===== src/rtl/seq_adder_pkg.sv =====
// seq_adder_pkg: shared types and helpers for the chunked sequential adder.
// Holds the controller state encoding and the per-operation cycle count helper.
package seq_adder_pkg;

    // Controller states of the sequential adder.
    typedef enum logic [1:0] {
        IDLE = 2'd0,
        RUN  = 2'd1,
        DONE = 2'd2
    } state_t;

    // Number of RUN cycles needed to walk a WIDTH-bit operand in CHUNK-bit steps.
    function automatic int unsigned chunk_cycles(input int unsigned width,
                                                 input int unsigned chunk);
        return width / chunk;
    endfunction

endpackage


===== src/rtl/seq_adder_fa_chunk.sv =====
// fa_chunk: combinational CHUNK-bit ripple adder built from per-bit full-adder
// equations. Besides the sum and carry-out it exposes the carry entering its
// most significant bit, which the top uses for two's-complement overflow.
module fa_chunk #(
    parameter int CHUNK = 1
) (
    input  logic [CHUNK-1:0] x,
    input  logic [CHUNK-1:0] y,
    input  logic             ci,
    output logic [CHUNK-1:0] s,
    output logic             co,
    output logic             c_msb
);

    // Ripple the carry through the chunk one full adder at a time.
    always_comb begin
        logic v_c;
        v_c   = ci;
        s     = '0;
        c_msb = ci;
        for (int i = 0; i < CHUNK; i++) begin
            if (i == CHUNK - 1) begin
                c_msb = v_c;
            end
            s[i] = x[i] ^ y[i] ^ v_c;
            v_c  = (x[i] & y[i]) | (y[i] & v_c) | (x[i] & v_c);
        end
        co = v_c;
    end

endmodule


===== src/rtl/seq_adder.sv =====
// seq_adder: sequential adder that computes a+b+cin over WIDTH/CHUNK clock
// cycles, CHUNK bits per cycle, with a valid/ready handshake on both sides.
// Optional feature: define SEQ_ADDER_OVF_EN to add the ovf output
// (two's-complement overflow of the full-width addition).
//
// state | meaning
// ------+-----------------------------------------------------------------
// IDLE  | waiting for operands; in_ready=1, captures a/b/cin on in_valid
// RUN   | adding one CHUNK-bit slice per cycle, carry rippled via r_carry
// DONE  | result held on sum/cout(/ovf) with out_valid=1 until out_ready
module seq_adder
    import seq_adder_pkg::*;
#(
    parameter int WIDTH = 8,
    parameter int CHUNK = 1
) (
    input  logic             clk,
    input  logic             rst,
    input  logic             in_valid,
    output logic             in_ready,
    input  logic [WIDTH-1:0] a,
    input  logic [WIDTH-1:0] b,
    input  logic             cin,
    output logic             out_valid,
    input  logic             out_ready,
    output logic [WIDTH-1:0] sum,
    output logic             cout
`ifdef SEQ_ADDER_OVF_EN
    ,
    output logic             ovf
`endif
);

    localparam int NCYC  = int'(chunk_cycles(WIDTH, CHUNK));
    localparam int CNT_W = (NCYC > 1) ? $clog2(NCYC) : 1;
    localparam logic [CNT_W-1:0] LAST_CNT   = CNT_W'(NCYC - 1);
    localparam logic [WIDTH-1:0] CHUNK_MASK = WIDTH'({CHUNK{1'b1}});

    // Reject parameter sets that cannot be split into whole chunks.
    generate
        if ((CHUNK < 1) || (CHUNK > WIDTH) || ((WIDTH % CHUNK) != 0)) begin : g_bad_param
            $error("seq_adder: CHUNK must divide WIDTH and lie in 1..WIDTH");
        end
    endgenerate

    state_t r_state;
    state_t w_state_nxt;

    logic [WIDTH-1:0] r_a;
    logic [WIDTH-1:0] r_b;
    logic [WIDTH-1:0] r_sum;
    logic [CNT_W-1:0] r_cnt;
    logic             r_carry;
    logic             r_cout;

    logic             w_in_ready;
    logic             w_out_valid;
    logic             w_last;
    logic [31:0]      w_base;
    logic [CHUNK-1:0] w_x;
    logic [CHUNK-1:0] w_y;
    logic [CHUNK-1:0] w_s;
    logic             w_co;
    logic             w_c_msb;

    // Bit offset of the slice being worked on; slices are selected by shifting
    // so the same datapath serves every CHUNK/WIDTH combination.
    assign w_base = 32'(r_cnt) * 32'(CHUNK);
    assign w_x    = CHUNK'(r_a >> w_base);
    assign w_y    = CHUNK'(r_b >> w_base);
    assign w_last = (r_cnt == LAST_CNT);

    fa_chunk #(
        .CHUNK (CHUNK)
    ) u_fa_chunk (
        .x     (w_x),
        .y     (w_y),
        .ci    (r_carry),
        .s     (w_s),
        .co    (w_co),
`ifdef SEQ_ADDER_OVF_EN
        .c_msb (w_c_msb)
`else
        .c_msb ()
`endif
    );

`ifndef SEQ_ADDER_OVF_EN
    assign w_c_msb = 1'b0;
`endif

    // State register; reset wins over any handshake in the same cycle.
    always_ff @(posedge clk) begin
        if (rst) begin
            r_state <= IDLE;
        end else begin
            r_state <= w_state_nxt;
        end
    end

    // Next-state and handshake outputs decoded from the current state.
    always_comb begin
        w_state_nxt = r_state;
        w_in_ready  = 1'b0;
        w_out_valid = 1'b0;
        case (r_state)
            IDLE: begin
                w_in_ready = 1'b1;
                if (in_valid) begin
                    w_state_nxt = RUN;
                end
            end
            RUN: begin
                if (w_last) begin
                    w_state_nxt = DONE;
                end
            end
            DONE: begin
                w_out_valid = 1'b1;
                if (out_ready) begin
                    w_state_nxt = IDLE;
                end
            end
            default: begin
                w_state_nxt = IDLE;
            end
        endcase
    end

    // Operand capture, slice-by-slice sum accumulation and carry propagation.
    always_ff @(posedge clk) begin
        if (rst) begin
            r_a     <= '0;
            r_b     <= '0;
            r_sum   <= '0;
            r_cnt   <= '0;
            r_carry <= 1'b0;
            r_cout  <= 1'b0;
        end else begin
            case (r_state)
                IDLE: begin
                    if (in_valid) begin
                        r_a     <= a;
                        r_b     <= b;
                        r_carry <= cin;
                        r_cnt   <= '0;
                    end
                end
                RUN: begin
                    r_sum   <= (r_sum & ~(CHUNK_MASK << w_base)) | (WIDTH'(w_s) << w_base);
                    r_carry <= w_co;
                    if (w_last) begin
                        r_cnt  <= '0;
                        r_cout <= w_co;
                    end else begin
                        r_cnt <= r_cnt + 1'b1;
                    end
                end
                default: begin
                end
            endcase
        end
    end

`ifdef SEQ_ADDER_OVF_EN
    logic r_ovf;

    // Overflow is latched with the last slice, alongside cout.
    always_ff @(posedge clk) begin
        if (rst) begin
            r_ovf <= 1'b0;
        end else if ((r_state == RUN) && w_last) begin
            r_ovf <= w_c_msb ^ w_co;
        end
    end

    assign ovf = r_ovf;
`endif

    assign in_ready  = w_in_ready;
    assign out_valid = w_out_valid;
    assign sum       = r_sum;
    assign cout      = r_cout;

endmodule


===== config.mk =====
export PLATFORM = sky130hd
export DESIGN_NAME = seq_adder
export DESIGN_NICKNAME = d
export VERILOG_FILES = /design/src/rtl/seq_adder_pkg.sv /design/src/rtl/seq_adder_fa_chunk.sv /design/src/rtl/seq_adder.sv
export SDC_FILE = /design/constraint.sdc
export NUM_CORES = 1
export LEC_CHECK = 0
export CAP_MARGIN = 40
export CORE_MARGIN = 8
export CORE_UTILIZATION = 50
export DETAILED_ROUTE_END_ITERATION = 12
export GPL_TIMING_DRIVEN = 0
export PLACE_DENSITY = 0.85
export SYNTH_ARGS = -nofsm -noshare
export SYNTH_HDL_FRONTEND = slang
export SYNTH_HIERARCHICAL = 1
export SYNTH_SLANG_ARGS = --single-unit
export TNS_END_PERCENT = 1

===== constraint.sdc =====
create_clock -name clk -period 2.7 [get_ports clk]
set_input_delay 0.675 -clock clk [delete_from_list [all_inputs] [get_ports clk]]
set_output_delay 0.675 -clock clk [all_outputs]
set_load 0.005 [all_outputs]

==> reports/results.md <==
| Step | Parameter | Value |
|---|---|---|
| layout | Fin cells | 234 |
| placement | Port bufs | 30 |
| clock network | Maximum level of the CTS H-tree | 2 |
| critical path | CP max stage delay | 0.57 ns |
| route | WL/cell | 13.7 um |
| sta | Setup violation total in the final timing report | 0 |
| layout | Layout cell share with drive strength beyond 1 | 11.9% |
| sta | Slew headroom | 68.9% |
| critical path | Slowest-stage cell, CP | sky130_fd_sc_hd__fa_1 |
| global route | First-pass GRT wire length | 5530 um |
| pwr | Pwr Total | 0.945 mW |
| critical path | CP most frequent cell | sky130_fd_sc_hd__nand2_1 |
| clock network | Clock insertion delay at the later pin of the skew report | 0.33 ns |
| route | Detail-routed via count per cell | 5.38 |
| global route | Vias in the first global route | 1304 |
| die | X dimension of the die | 70.6 um |
| critical path | Arrival time reported for the critical path endpoint | 2.82 ns |
| global route | Initial antenna violation count | 0 |
| global route | Gr ovfl total | 0 |
| die | Die Area | 0.00498 mm^2 |
| critical path | WP data required | 2.98 ns |
| clock network | CTS tree | built |
| clock network | Number of gates resized after cts | 0 |
| placement | Count of placed standard cells including taps | 226 |
| route | Total wirelength of the detailed-routed design | 3210 um |
| layout | Area used by multi-input combinational logic | 761 um^2 |
| pwr | Lkg Pwr | 0.736 nW |
| critical path | Cell-by-cell trace of the critical path | buf_2 > mux4_2 > nand2_1 > nand2_1 > fa_1 > nor4b_1 > a32o_1 |
| pwr | Max rail drop VDD | 0.324 mV |
| sta | Tightest hold margin | 0.463 ns |
| critical path | Highest net fanout along the worst path | 9 |
| route | DRT Pass-1 Iters | 4 |
| sta | RSZ-0062 raised after global routing | false |
| sta | Number of max-slew violations in the final report | 0 |
| route | Overall via count from detail_route | 1258 |
| layout | Area growth from synthesis to final layout | 27.5% |
| layout | Number of antenna diodes | 0 |
| critical path | Sort of element at the start of the critical path | flop |
| sta | Period Utilization, post-route | 94.2% |
| layout | Layout Nets | 228 |
| route | Number of violations reported at the end of detailed-routing iteration 0 | 67 |
| placement | Weighted congestion at the end of routability-driven global placement | 0.867 |
| clock network | Clk buf depth | 2 |
| route | Residual DRC | 0 |
| clock network | Cts-stage hold buffer count | 0 |
| sta | Highest clock frequency the design can meet | 393 MHz |
| critical path | Buffers and inverters on the worst path | 1 |
| global route | Pin count of the biggest net entering global routing | 11 |
| critical path | Critical path class | reg2reg |
| layout | Finished layout cell area | 0.00190 mm^2 |
| sta | Number of failing hold endpoints at the final stage | 0 |
| die | Die height | 70.6 um |
| die | Number of I/O pins | 32 |
| die | Starting density of the core | 50.5% |
| sta | Min Tclk post-route | 2.54 ns |
| critical path | CP Capture Type | flop |
| clock network | Clock sink count | 31 |
| route | Residual antenna-violating net count after detailed routing | 0 |
| critical path | Family with the most delay on the worst path | simple AND/OR/NAND/NOR gates |
| clock network | Clk root buf | sky130_fd_sc_hd__clkbuf_4 |
| sta | Setup TNS | 0 ns |
| run | Max-cap violation count | 0 |
| layout | Sequential cell area | 621 um^2 |
| worst hold path | Tightest Hold Check Type | reg2reg |
| placement | Area after DPL | 0.00183 mm^2 |
| pwr | Power density normalized to cell area | 497 mW/mm^2 |
| sta | Worst setup skew after layout | 0.0115 ns |
| die | Core Box Area | 0.00295 mm^2 |
| logic synthesis | Synth warnings | 6 |
| die | Rows | 20 |
| logic synthesis | Area of the mapped netlist | 0.00149 mm^2 |
| clock network | Clock buffers created by TritonCTS | 5 |
| global route | Total track usage | 13.6% |
| logic synthesis | Post-synthesis area per instance | 9.14 um^2 |
| clock network | Number of post-CTS setup repair buffers | 0 |
| layout | Layout fillers | 269 |
| sta | Transition at the pin with the smallest max-transition slack | 0.466 ns |
| logic synthesis | Post-Synthesis Cells | 163 |
| logic synthesis | Net Count, Synth | 191 |
| placement | Post-detail-place hpwl | 2480 um |
| clock network | CTS clock-pin slew for the worst setup and hold paths | 0.10 ns |
| outcome | Run status | complete, no violations |
==> final cells by class <==
class / instances / share of cell area [%]
plain buffers: 11 / 4.74
inverters: 5 / 0.987
flip-flops and latches: 31 / 32.7
repair buffers: 30 / 15.8
clock buffers: 8 / 3.62
multi-input cells: 116 / 40.0
well taps: 33 / 2.17
==> path summary, 6_finish.rpt <==
check | start | endpoint | slack, ns | cells after the start
worst max register to register | r_cnt[0]$_SDFFE_PP0P_ | sum[0]$_SDFFE_PP0N_ | 0.16 | 7
worst min register to register | r_b[0]$_SDFFE_PP0P_ | r_b[0]$_SDFFE_PP0P_ | 0.46 | 2
worst min-delay path | r_b[0]$_SDFFE_PP0P_ | r_b[0]$_SDFFE_PP0P_ | 0.46 | 2
worst max-delay path | r_cnt[0]$_SDFFE_PP0P_ | sum[0]$_SDFFE_PP0N_ | 0.16 | 7
==> state kept, by name (all words and copies together), names as in the netlist <==
signal   count
r_cnt        3
r_a          8
r_carry      1
r_b          8
cout         1
r_state      2
sum          8
==> power breakdown <==
part,internal (mW),leakage (nW),switching [mW],total [mW]
Sequential,0.478,0.253,0.0127,0.490
Combinational,0.0797,0.444,0.0651,0.145
Clock,0.153,0.0386,0.157,0.310
==> layout by cell type (no fill, tap or decap), types with 3 or more instances in the layout <==
master                            count
sky130_fd_sc_hd__clkbuf_4             5
sky130_fd_sc_hd__a21oi_1             21
sky130_fd_sc_hd__clkbuf_1             3
sky130_fd_sc_hd__mux4_2               4
sky130_fd_sc_hd__nor2_1               7
sky130_fd_sc_hd__clkdlybuf4s50_1     30
sky130_fd_sc_hd__buf_6                4
sky130_fd_sc_hd__buf_2                3
sky130_fd_sc_hd__nand2_1             46
sky130_fd_sc_hd__dfxtp_1             31
sky130_fd_sc_hd__inv_1                3
sky130_fd_sc_hd__ha_1                 6
sky130_fd_sc_hd__a32o_1               8
==> layer usage <==
layer / track usage (%) / share of wire (%) / up-vias
met1: 14.4 / 43 / 588
met5: 0 / 0 / -
li1: - / - / 635
met4: 7.39 / 1.4 / 0
met3: 4.24 / 4.7 / 5
met2: 23.5 / 51 / 30
==> worst reg2reg max path, delay by kind of cell (launching register included) <==
kind / cells / cell delay, ns
AND/OR/NAND/NOR: 3 / 0.57
adder cells (fa/ha/maj): 1 / 0.57
multiplexers: 1 / 0.53
flip-flops: 1 / 0.38
buffers and inverters: 1 / 0.26
AO/OA/AOI/OAI: 1 / 0.19
==> per-stage QoR <==
step / setup WS [ns] / util, %
after floorplan: 0.382 / -
after global placement: 0.218 / 62.0
after detailed placement: 0.191 / 62.0
after CTS: 0.163 / 64.4
after global routing: 0.0162 / 64.4
final: 0.158 / 64.4
Note: power is estimated with default switching activity, not from simulation.
